File: src/rtl/ram_port_arbiter_pkg.sv
// Shared constants for the fetch/load-store RAM port arbiter:
// master IDs, the reset owner of the round-robin pointer and the lane shift.
package ram_port_arbiter_pkg;

    typedef enum logic {
        MST_I = 1'b0,
        MST_D = 1'b1
    } mst_t;

    // Pointer starts at D so that I wins the first tie.
    localparam mst_t RST_LAST = MST_D;

    // Number of low byte-address bits dropped to form a word index.
    function automatic int lane_shift(input int mw);
        return $clog2(mw);
    endfunction

endpackage

File: src/rtl/rr_arb2.sv
// Two-way round-robin arbiter with its last-grant pointer.
// Ports: clk, rst, i_elig_i/i_elig_d (eligible), o_gnt_i/o_gnt_d (one-hot grant).
module rr_arb2
    import ram_port_arbiter_pkg::*;
(
    input  logic clk,
    input  logic rst,
    input  logic i_elig_i,
    input  logic i_elig_d,
    output logic o_gnt_i,
    output logic o_gnt_d
);

    mst_t r_last;

    always_comb begin
        o_gnt_i = 1'b0;
        o_gnt_d = 1'b0;
        if (i_elig_i && i_elig_d) begin
            // Tie: the master not served last goes first.
            o_gnt_i = (r_last == MST_D);
            o_gnt_d = (r_last == MST_I);
        end else begin
            o_gnt_i = i_elig_i;
            o_gnt_d = i_elig_d;
        end
    end

    always_ff @(posedge clk or posedge rst) begin
        if (rst) begin
            r_last <= RST_LAST;
        end else if (o_gnt_i) begin
            r_last <= MST_I;
        end else if (o_gnt_d) begin
            r_last <= MST_D;
        end
    end

endmodule

File: src/rtl/ram_port_arbiter.sv
// Shares one single-port RAM between fetch (I, read-only) and load/store (D).
// Ports: I/D valid/ready request + response channels, ram_* side to the RAM.
module ram_port_arbiter
    import ram_port_arbiter_pkg::*;
#(
    parameter int DP = 512,
    parameter int DW = 32,
    parameter int MW = 4,
    parameter int AW = 32
) (
    input  logic          clk,
    input  logic          rst,
    input  logic          i_req_valid,
    output logic          i_req_ready,
    input  logic [AW-1:0] i_req_addr,
    output logic          i_rsp_valid,
    input  logic          i_rsp_ready,
    output logic [DW-1:0] i_rsp_data,
    output logic          i_rsp_err,
    input  logic          d_req_valid,
    output logic          d_req_ready,
    input  logic [AW-1:0] d_req_addr,
    input  logic          d_req_we,
    input  logic [MW-1:0] d_req_sel,
    input  logic [DW-1:0] d_req_wdata,
    output logic          d_rsp_valid,
    input  logic          d_rsp_ready,
    output logic [DW-1:0] d_rsp_data,
    output logic          d_rsp_err,
    output logic [AW-1:0] ram_addr,
    output logic [DW-1:0] ram_wdata,
    output logic [MW-1:0] ram_sel,
    output logic          ram_we,
    input  logic [DW-1:0] ram_rdata
);

    localparam int SH = lane_shift(MW);

    logic [AW-1:0] w_widx_i;
    logic [AW-1:0] w_widx_d;
    logic          w_rng_i;
    logic          w_rng_d;
    logic          w_elig_i;
    logic          w_elig_d;
    logic          w_gnt_i;
    logic          w_gnt_d;

    logic          r_i_vld;
    logic [DW-1:0] r_i_data;
    logic          r_i_err;
    logic          r_d_vld;
    logic [DW-1:0] r_d_data;
    logic          r_d_err;

    // Full-width compare: an address far above the RAM must not alias.
    assign w_widx_i = i_req_addr >> SH;
    assign w_widx_d = d_req_addr >> SH;
    assign w_rng_i  = (w_widx_i < AW'(DP));
    assign w_rng_d  = (w_widx_d < AW'(DP));

    // A master competes only if its response slot frees up this cycle;
    // nothing is accepted while reset is held.
    assign w_elig_i = !rst && i_req_valid && (!r_i_vld || i_rsp_ready);
    assign w_elig_d = !rst && d_req_valid && (!r_d_vld || d_rsp_ready);

    rr_arb2 u_arb (
        .clk      (clk),
        .rst      (rst),
        .i_elig_i (w_elig_i),
        .i_elig_d (w_elig_d),
        .o_gnt_i  (w_gnt_i),
        .o_gnt_d  (w_gnt_d)
    );

    assign i_req_ready = w_gnt_i;
    assign d_req_ready = w_gnt_d;

    always_comb begin
        ram_addr  = '0;
        ram_wdata = '0;
        ram_sel   = '0;
        ram_we    = 1'b0;
        if (w_gnt_d) begin
            ram_addr  = w_rng_d ? w_widx_d : '0;
            ram_wdata = d_req_wdata;
            ram_sel   = d_req_sel;
            ram_we    = d_req_we && w_rng_d;
        end else if (w_gnt_i) begin
            ram_addr  = w_rng_i ? w_widx_i : '0;
        end
    end

    always_ff @(posedge clk or posedge rst) begin
        if (rst) begin
            r_i_vld  <= 1'b0;
            r_i_data <= '0;
            r_i_err  <= 1'b0;
        end else if (w_gnt_i) begin
            r_i_vld  <= 1'b1;
            r_i_data <= w_rng_i ? ram_rdata : '0;
            r_i_err  <= !w_rng_i;
        end else if (i_rsp_ready) begin
            r_i_vld  <= 1'b0;
        end
    end

    always_ff @(posedge clk or posedge rst) begin
        if (rst) begin
            r_d_vld  <= 1'b0;
            r_d_data <= '0;
            r_d_err  <= 1'b0;
        end else if (w_gnt_d) begin
            r_d_vld  <= 1'b1;
            r_d_data <= (w_rng_d && !d_req_we) ? ram_rdata : '0;
            r_d_err  <= !w_rng_d;
        end else if (d_rsp_ready) begin
            r_d_vld  <= 1'b0;
        end
    end

    assign i_rsp_valid = r_i_vld;
    assign i_rsp_data  = r_i_data;
    assign i_rsp_err   = r_i_err;
    assign d_rsp_valid = r_d_vld;
    assign d_rsp_data  = r_d_data;
    assign d_rsp_err   = r_d_err;

endmodule

File: config.mk
export PLATFORM = sky130hd
export DESIGN_NAME = ram_port_arbiter
export DESIGN_NICKNAME = d
export VERILOG_FILES = /design/src/rtl/ram_port_arbiter_pkg.sv /design/src/rtl/rr_arb2.sv /design/src/rtl/ram_port_arbiter.sv
export SDC_FILE = /design/constraint.sdc
export NUM_CORES = 1
export LEC_CHECK = 0
export ABC_AREA = 1
export BUFFER_PORTS_ARGS = -buffer_cell sky130_fd_sc_hd__buf_2
export CORE_MARGIN = 3
export CORE_UTILIZATION = 38
export DETAILED_ROUTE_END_ITERATION = 7
export MAX_ROUTING_LAYER = met4
export PLACE_DENSITY = 0.76
export SETUP_SLACK_MARGIN = 0.02
export SYNTH_ARGS = -nofsm -noshare
export SYNTH_HDL_FRONTEND = slang
export SYNTH_SLANG_ARGS = --single-unit
export TNS_END_PERCENT = 10
File: constraint.sdc
create_clock -name clk -period 2.25 [get_ports clk]
set_input_delay 0.3375 -clock clk [delete_from_list [all_inputs] [get_ports clk]]
set_output_delay 0.3375 -clock clk [all_outputs]
set_load 0.01 [all_outputs]
* Yosys cells after proc, flatten, opt, wreduce, memory -nomap -nowiden
Index checks and enable logic that the tools add are counted.
Cells by class: order comparisons 2, reduce and logical (&&, ||, !) cells 18, muxes and demuxes 17, bitwise logic cells 1
Operators with widths (count):
- two-way mux 30 bit | 4
- two-way mux 32 bit | 3
- less-than comparator 30 x 10 -> 1 bit, second input constant | 2
- two-way mux 1 bit | 9
- logical AND 1 bit | 7
- zero test 1 bit | 6
- nonzero test 2 bit | 3
- two-way mux 4 bit | 1
- logical OR 1 bit | 2
- inverter 1 bit | 1
Word-level totals: bits in registers 69, logic and storage cells 45, bits of input ports 139

* Logic depth before layout (Yosys ltp)
Gate-level depths: netlist (run 1).
depth after elaboration 7, depth in mapped cells 9, depth with buffers taken out 8

* Modules after synthesis
From an unflattened synthesis (run 1), not the netlist that was laid out.
Second synthesis, totals: cells, all modules 559, area, all modules 4070.2 sq um
By module, submodules not included:
- ram_port_arbiter | area each 4000.1 sq um, times used 1, cells each 547
- rr_arb2 | area each 70.1 sq um, times used 1, cells each 12

* Least setup slack after synthesis (run 1)
No wires, ideal clock.
path kind input to output, start input rst, end output ram_addr[3], required time 1913 ps, arrival 2099 ps, cell stages on the path 8, path slack -187 ps, path through inv_2 -> nand2_1 -> nor2_4 -> nand2_4 -> inv_2 -> buf_2 -> nand3_1 -> nand2_1
Between the ends: longest elaborated chain between the ends 7, elaborated cells between the ends (all ways) 10
RTL lines:
- start: declaration | RTL line ram_port_arbiter.sv:12 | input logic rst,
- zero test 1 bit (no source line) (*)
- logical AND 1 bit, on equally long branches (2 in series) | RTL line ram_port_arbiter.sv:63, ram_port_arbiter.sv:64
- logical AND 1 bit | RTL line rr_arb2.sv:19 | if (i_elig_i && i_elig_d) begin
- two-way mux 1 bit | RTL line rr_arb2.sv:19
- two-way mux 30 bit | RTL line ram_port_arbiter.sv:88 | end else if (w_gnt_i) begin
- two-way mux 30 bit (*) | RTL line ram_port_arbiter.sv:83 | if (w_gnt_d) begin
- end: declaration | RTL line ram_port_arbiter.sv:30 | output logic [AW-1:0] ram_addr,
Every way passes the cells marked *; elsewhere a longest branch is shown, timed or not.

* Worst setup path in the final report (run 1)
start register r_d_vld (netlist: d_rsp_valid), end output ram_addr[8]
Between the ends: longest elaborated chain between the ends 7, elaborated cells between the ends (all ways) 8
RTL lines:
- start: declaration | RTL line ram_port_arbiter.sv:51 | logic r_d_vld;
- start signal: assignment | RTL line ram_port_arbiter.sv:109 | r_d_vld <= 1'b0;
- start signal: assignment | RTL line ram_port_arbiter.sv:113 | r_d_vld <= 1'b1;
- start signal: assignment | RTL line ram_port_arbiter.sv:117 | r_d_vld <= 1'b0;
- zero test 1 bit (*) | RTL line ram_port_arbiter.sv:64 | assign w_elig_d = !rst && d_req_valid && (!r_d_vld || d_rsp_ready);
- logical OR 1 bit (*) | RTL line ram_port_arbiter.sv:64
- logical AND 1 bit (*) | RTL line ram_port_arbiter.sv:64
- logical AND 1 bit | RTL line rr_arb2.sv:19
- two-way mux 1 bit | RTL line rr_arb2.sv:19
- two-way mux 30 bit | RTL line ram_port_arbiter.sv:88
- two-way mux 30 bit (*) | RTL line ram_port_arbiter.sv:83
Marks and branches as above.

==> impl_metrics.toml, run 1 <==
[layout]
drive_above_1_share_pct = 36.4
area_delta_synth_final_pct = 39.4
design_area_mm2 = 0.00545
nets = 937
n_antenna_cell = 0

[timing]
fin_worst_hold_slack_ps = 204
layout_min_cycle_time_ps = 2120
hold_violations = 0
slew_headroom_pct = 41.2
fin_ws_ps = 128
max_freq_mhz = 471
fin_crit_sh_pct = 94.3
drv_slew = 0
finalSetupViolations = 0
rsz0062_at_grt = "yes"
fin_skew_ps = 10.6
worstMarginPinSlew_ps = 882
setup_tns_ps = 0

[detailed_routing]
drt-total-wl_um = 13000
drc = 0
viasPerCell = 4.46
wire_per_inst_um = 13.9
drt_iter0_drc = 246
firstDrtPassIters = 6
vias = 4178
final_antenna_net_count = 0

[grt]
grt_pass1_wl_um = 19900
grt_overflow_total = 0
grt_pass1_vias = 3928
antenna_found_initial = 0
gr-usage-all-layers_pct = 22.9
grt_start_max_net_pins = 70

[floorplan]
rows = 36
die_h_um = 107
io_pins = 278
die-area_mm2 = 0.0115
die_w_um = 107
start_util_pct = 39.5
core_mm2 = 0.00991

[clocking]
cts_buffers = 9
root_buffer = "clkbuf_8"
cts_tree = "built"
insertion_delay_ps = 340
cts_hold_buf = 0
cts_sinks = 69
htree_num_levels = 3
path_clk_slew_ps = 70
cts_buffer_depth = 2

[hold_path]
hold_class = "input port to register"
min_from = "d_rsp_ready"

[synth]
syn_area_mm2 = 0.00391
yosysSeqAreaShare_pct = 44.2
ys_types = 22
synth_seq_cells = 69
synthCells = 556
ys_warn_count = 0
synth.avg_cell_area_um2 = 7.03

[critical_path]
cp_data_required_time_ps = 1910
critPathKind = "register to output pin"
critPathLaunchType = "register"
critPathMaxFanout = 21
worstPathArrival_ps = 1780
worstSetupEndpointType = "output pin"
cp-startpoint = "d_rsp_valid"
r2r-start = "i_rsp_valid"

[pwr]
pwr-share-comb_pct = 14.6
p_int_mw = 2.35
switching_share_pct = 24.7
power_switching_mw = 0.769
power_frac_seq_pct = 40.7
leakagePower_nw = 3.70
irDropWorstVdd_uv = 351
finalPower_mw = 3.11
powerDensity_mw_per_mm2 = 571
p_clk_share_pct = 44.7

[job]
maxCapViolCount = 0

[placement]
place_ws_ps = 296
portBuffers = 250
place_area_mm2 = 0.00516
place.gp.congestion = 0.935
place_hpwl_um = 9910

[run_status]
run_status = "finished, final reports clean"
worst paths after layout:
check / end / slack [ps] / cells after the start
setup / recovery: ram_addr[8] / 130 / 8
setup reg to reg: d_rsp_data[17] / 560 / 7
min in group asynchronous: i_rsp_data[0] / 280 / 3
max in group asynchronous: i_rsp_data[17] / 1370 / 3
hold reg to reg: d_rsp_data[8] / 470 / 2
hold / removal: d_rsp_valid / 200 / 2
layout by cell type, fill, tap and decap left out, drive strengths merged:
| cell | instances |
|---|---|
| a21boi | 9 |
| and2 | 1 |
| buf | 264 |
| bufinv | 4 |
| clkbuf | 11 |
| conb | 23 |
| dfrtp | 68 |
| dfstp | 1 |
| inv | 80 |
| nand2 | 155 |
| nand3 | 84 |
| nand4 | 1 |
| nor2 | 97 |
| o21ai | 4 |
| or2 | 1 |
what timing repair did:
action	4_1_cts	5_1_grt
gates resized for setup	1	1
buffers inserted	0	0
setup endpoints to repair	9	45
worst max-delay path: stages, from the launching register on:
cell and delay (ps):
dfrtp_1 380, inv_1 60, nor2_1 60, nor2_4 190, nand2_4 80, inv_2 320, nand3_1 140, nand2_1 90
buf_2 130
per-layer routing:
metal  global-route usage [%]  vias to the layer above  share of wire (%)
met3                     3.48                       16                6.8
li1                         -                     2109                  -
met5                        -                        -                  0
met4                     7.12                        0                1.4
met2                     39.1                      184                 49
met1                     28.2                     1869                 43
per-stage QoR:
| step | util [%] | cells |
|---|---|---|
| floorplan | - | 578 |
| global placement | 52.1 | 920 |
| detailed placement | 52.1 | 920 |
| CTS | 54.9 | 936 |
| global route | 55.0 | 936 |
| finish | 55.0 | 936 |
registers in the layout, summed over array words and instances, names as in the netlist:
signal        cells
d_rsp_data       32
i_rsp_data       32
d_rsp_err         1
d_rsp_valid       1
i_rsp_err         1
i_rsp_valid       1
u_arb.r_last      1
synth_stat cells:
library cell | n | area [µm²]
and2_1 | 1 | 6.26
nor2_2 | 2 | 12.5
a21boi_0 | 9 | 67.6
nand2_2 | 2 | 12.5
nor2_1 | 93 | 349
clkbuf_1 | 8 | 30.0
dfrtp_1 | 68 | 1700
or2_1 | 1 | 6.26
buf_2 | 15 | 75.1
conb_1 | 1 | 3.75
nand2_4 | 2 | 22.5
buf_6 | 4 | 45.0
inv_2 | 3 | 11.3
nand3_1 | 84 | 420
inv_1 | 76 | 285
nor2_8 | 1 | 20.0
dfstp_2 | 1 | 26.3
nand2_1 | 151 | 567
o21ai_0 | 4 | 20.0
nor2_4 | 1 | 11.3
buf_4 | 28 | 210
nand4_1 | 1 | 6.26
cell families (layout without fill, tap and decap cells):
| kind of cell | Yosys count | in the layout | share of synthesized area (%) |
|---|---|---|---|
| other | 1 | 23 | 0.0959 |
| AO/OA/AOI/OAI | 13 | 13 | 2.24 |
| flip-flops | 69 | 69 | 44.2 |
| AND/OR/NAND/NOR | 339 | 339 | 36.7 |
| buffers and inverters | 134 | 359 | 16.8 |
power groups by stage:
stage / clock (mW) / combinational (mW) / sequential (mW)
5_1_grt: 1.48 / 0.514 / 1.27
6_report: 1.39 / 0.454 / 1.27
2_1_floorplan: 0 / 0.260 / 1.30
3_5_place_dp: 0 / 0.456 / 1.29
3_3_place_gp: 0 / 0.453 / 1.29
4_1_cts: 1.43 / 0.458 / 1.27
cell type report:
cell class              count  area [µm²]
clock buffers              11         151
clock inverters             5         129
fillers                  1002        4460
inverters                  79         302
multi-input cells         375        1610
flip-flops and latches     69        1730
well taps                 133         166
repair buffers            264        1360
Note: power is estimated with default switching activity, not from simulation.
==> inputs of run 2 (changes only) <==
==> constraint.sdc (replaced) <==
create_clock -name clk -period 2.25 [get_ports clk]
set_input_delay 0.45 -clock clk [delete_from_list [all_inputs] [get_ports clk]]
set_output_delay 0.45 -clock clk [all_outputs]
set_load 0.01 [all_outputs]
==> run 2 against run 1 <==
Cell count is 0.53% higher. Clock power is 20% lower. Worst hold slack better by 120 ps. Global-route usage is 0.45 points lower. First-iteration DRC count is 8.9% lower. Critical path type unchanged. Critical endpoint is now ram_addr[0].
==> impl_metrics.toml, run 2 (synthesis results as in run 1) <==
[run_status]
run_status = "finished, final reports clean"

[layout]
fin_util_pct = 54.9
area_delta_synth_final_pct = 39.1
drive_above_1_share_pct = 36.8
n_antenna_cell = 0
fillers = 976
final_cell_mix = "250 x buf_2, 150 x nand2_1, 93 x nor2_1"
final_common_cell = "buf_2"
design_area_mm2 = 0.00544
nets = 942

[pwr]
finalPower_mw = 2.85
power_switching_mw = 0.778
powerDensity_mw_per_mm2 = 523
power_frac_seq_pct = 44.6
pwr-share-comb_pct = 16.3
switching_share_pct = 27.3
irDropWorstVdd_uv = 236
leakagePower_nw = 3.69
p_int_mw = 2.07
p_clk_share_pct = 39.1

[grt]
grt_pass1_wl_um = 20000
antenna_found_initial = 0
grt_pass1_vias = 3991
gr-usage-all-layers_pct = 22.5
grt_start_max_net_pins = 70
grt_overflow_total = 0

[critical_path]
critPathLaunchType = "register"
worstSetupEndpointType = "output pin"
cp_data_required_time_ps = 1800
critPathKind = "register to output pin"
worstPathArrival_ps = 1660
critPathMaxFanout = 13

[timing]
rsz0062_at_grt = "yes"
fin_skew_ps = 8.83
slew_headroom_pct = 42.1
fin_worst_hold_slack_ps = 325
hold_violations = 0
fin_crit_sh_pct = 93.7
drv_slew = 0
layout_min_cycle_time_ps = 2110
max_freq_mhz = 474
finalSetupViolations = 0
worstMarginPinSlew_ps = 869

[floorplan]
core_mm2 = 0.00991
die_h_um = 107
start_util_pct = 39.5
rows = 36
io_pins = 278
die_w_um = 107
die-area_mm2 = 0.0115

[clocking]
cts_tree = "built"
path_clk_slew_ps = 70
post_cts_buffers = 0
cts_buffers = 9
cts_hold_buf = 0
cts_buffer_depth = 2
root_buffer = "clkbuf_8"
insertion_delay_ps = 330
cts_resized = 0
cts_sinks = 69
htree_num_levels = 3

[hold_path]
hold_class = "input port to register"

[job]
maxCapViolCount = 0

[detailed_routing]
viasPerCell = 4.47
firstDrtPassIters = 4
drt_iter0_drc = 224
drc = 0
wire_per_inst_um = 13.6
vias = 4208
drt-total-wl_um = 12800
final_antenna_net_count = 0

[placement]
place.gp.congestion = 0.819
place_hpwl_um = 9710
place_area_mm2 = 0.00522
portBuffers = 250
[run 2: worst paths after layout]
path                          startpoint        endpoint  slack, ps  cells past startpoint
min in group asynchronous            rst     i_rsp_valid        440                      3
setup / recovery             d_rsp_valid     ram_addr[0]        140                      9
setup reg to reg            u_arb.r_last       d_rsp_err        620                      5
max in group asynchronous            rst  d_rsp_data[31]       1250                      3
hold reg to reg            d_rsp_data[8]   d_rsp_data[8]        480                      2
hold / removal               d_rsp_ready     d_rsp_valid        320                      2
[run 2: power groups by stage]
stage / registers (mW) / clock network, mW / logic (mW)
finish: 1.27 / 1.11 / 0.465
global route: 1.27 / 1.20 / 0.520
CTS: 1.27 / 1.14 / 0.467
detailed placement: 1.29 / 0 / 0.465
global placement: 1.29 / 0 / 0.461
floorplan: 1.30 / 0 / 0.260
[run 2: worst max-delay path, stage by stage, from the launching register on]
cell	delay, ps
dfrtp_1	340
inv_1	50
nor2_1	160
nor2_4	90
nand2_2	80
nand2_4	50
inv_2	240
nand3_1	140
nand2_1	70
buf_2	120
[run 2: cell type report]
cell class | instances | area [µm²] | area share [%]
Timing Repair Buffer | 269 | 1410 | 25.9
Clock buffer | 11 | 131 | 2.41
Clock inverter | 5 | 83.8 | 1.54
Sequential cell | 69 | 1730 | 31.8
Inverter | 79 | 304 | 5.59
Multi-Input combinational cell | 375 | 1620 | 29.8
Tap cell | 133 | 166 | 3.06
[run 2: through the flow]
step	worst slack (ps)	cells	TNS (ps)
6_report	141	941	0
5_1_grt	-13.0	941	-13.0
4_1_cts	59.9	941	0
3_5_place_dp	177	925	0
3_3_place_gp	194	925	0
2_1_floorplan	106	578	0
[run 2: routing by layer]
metal	up-vias	part of all wire [%]	global-route usage (%)	wire [µm]
met4	0	0.98	4.42	125
li1	2118	-	-	-
met5	-	0	-	0
met2	167	50	39.6	6380
met1	1915	42	26.9	5360
met3	8	7.2	4.50	917
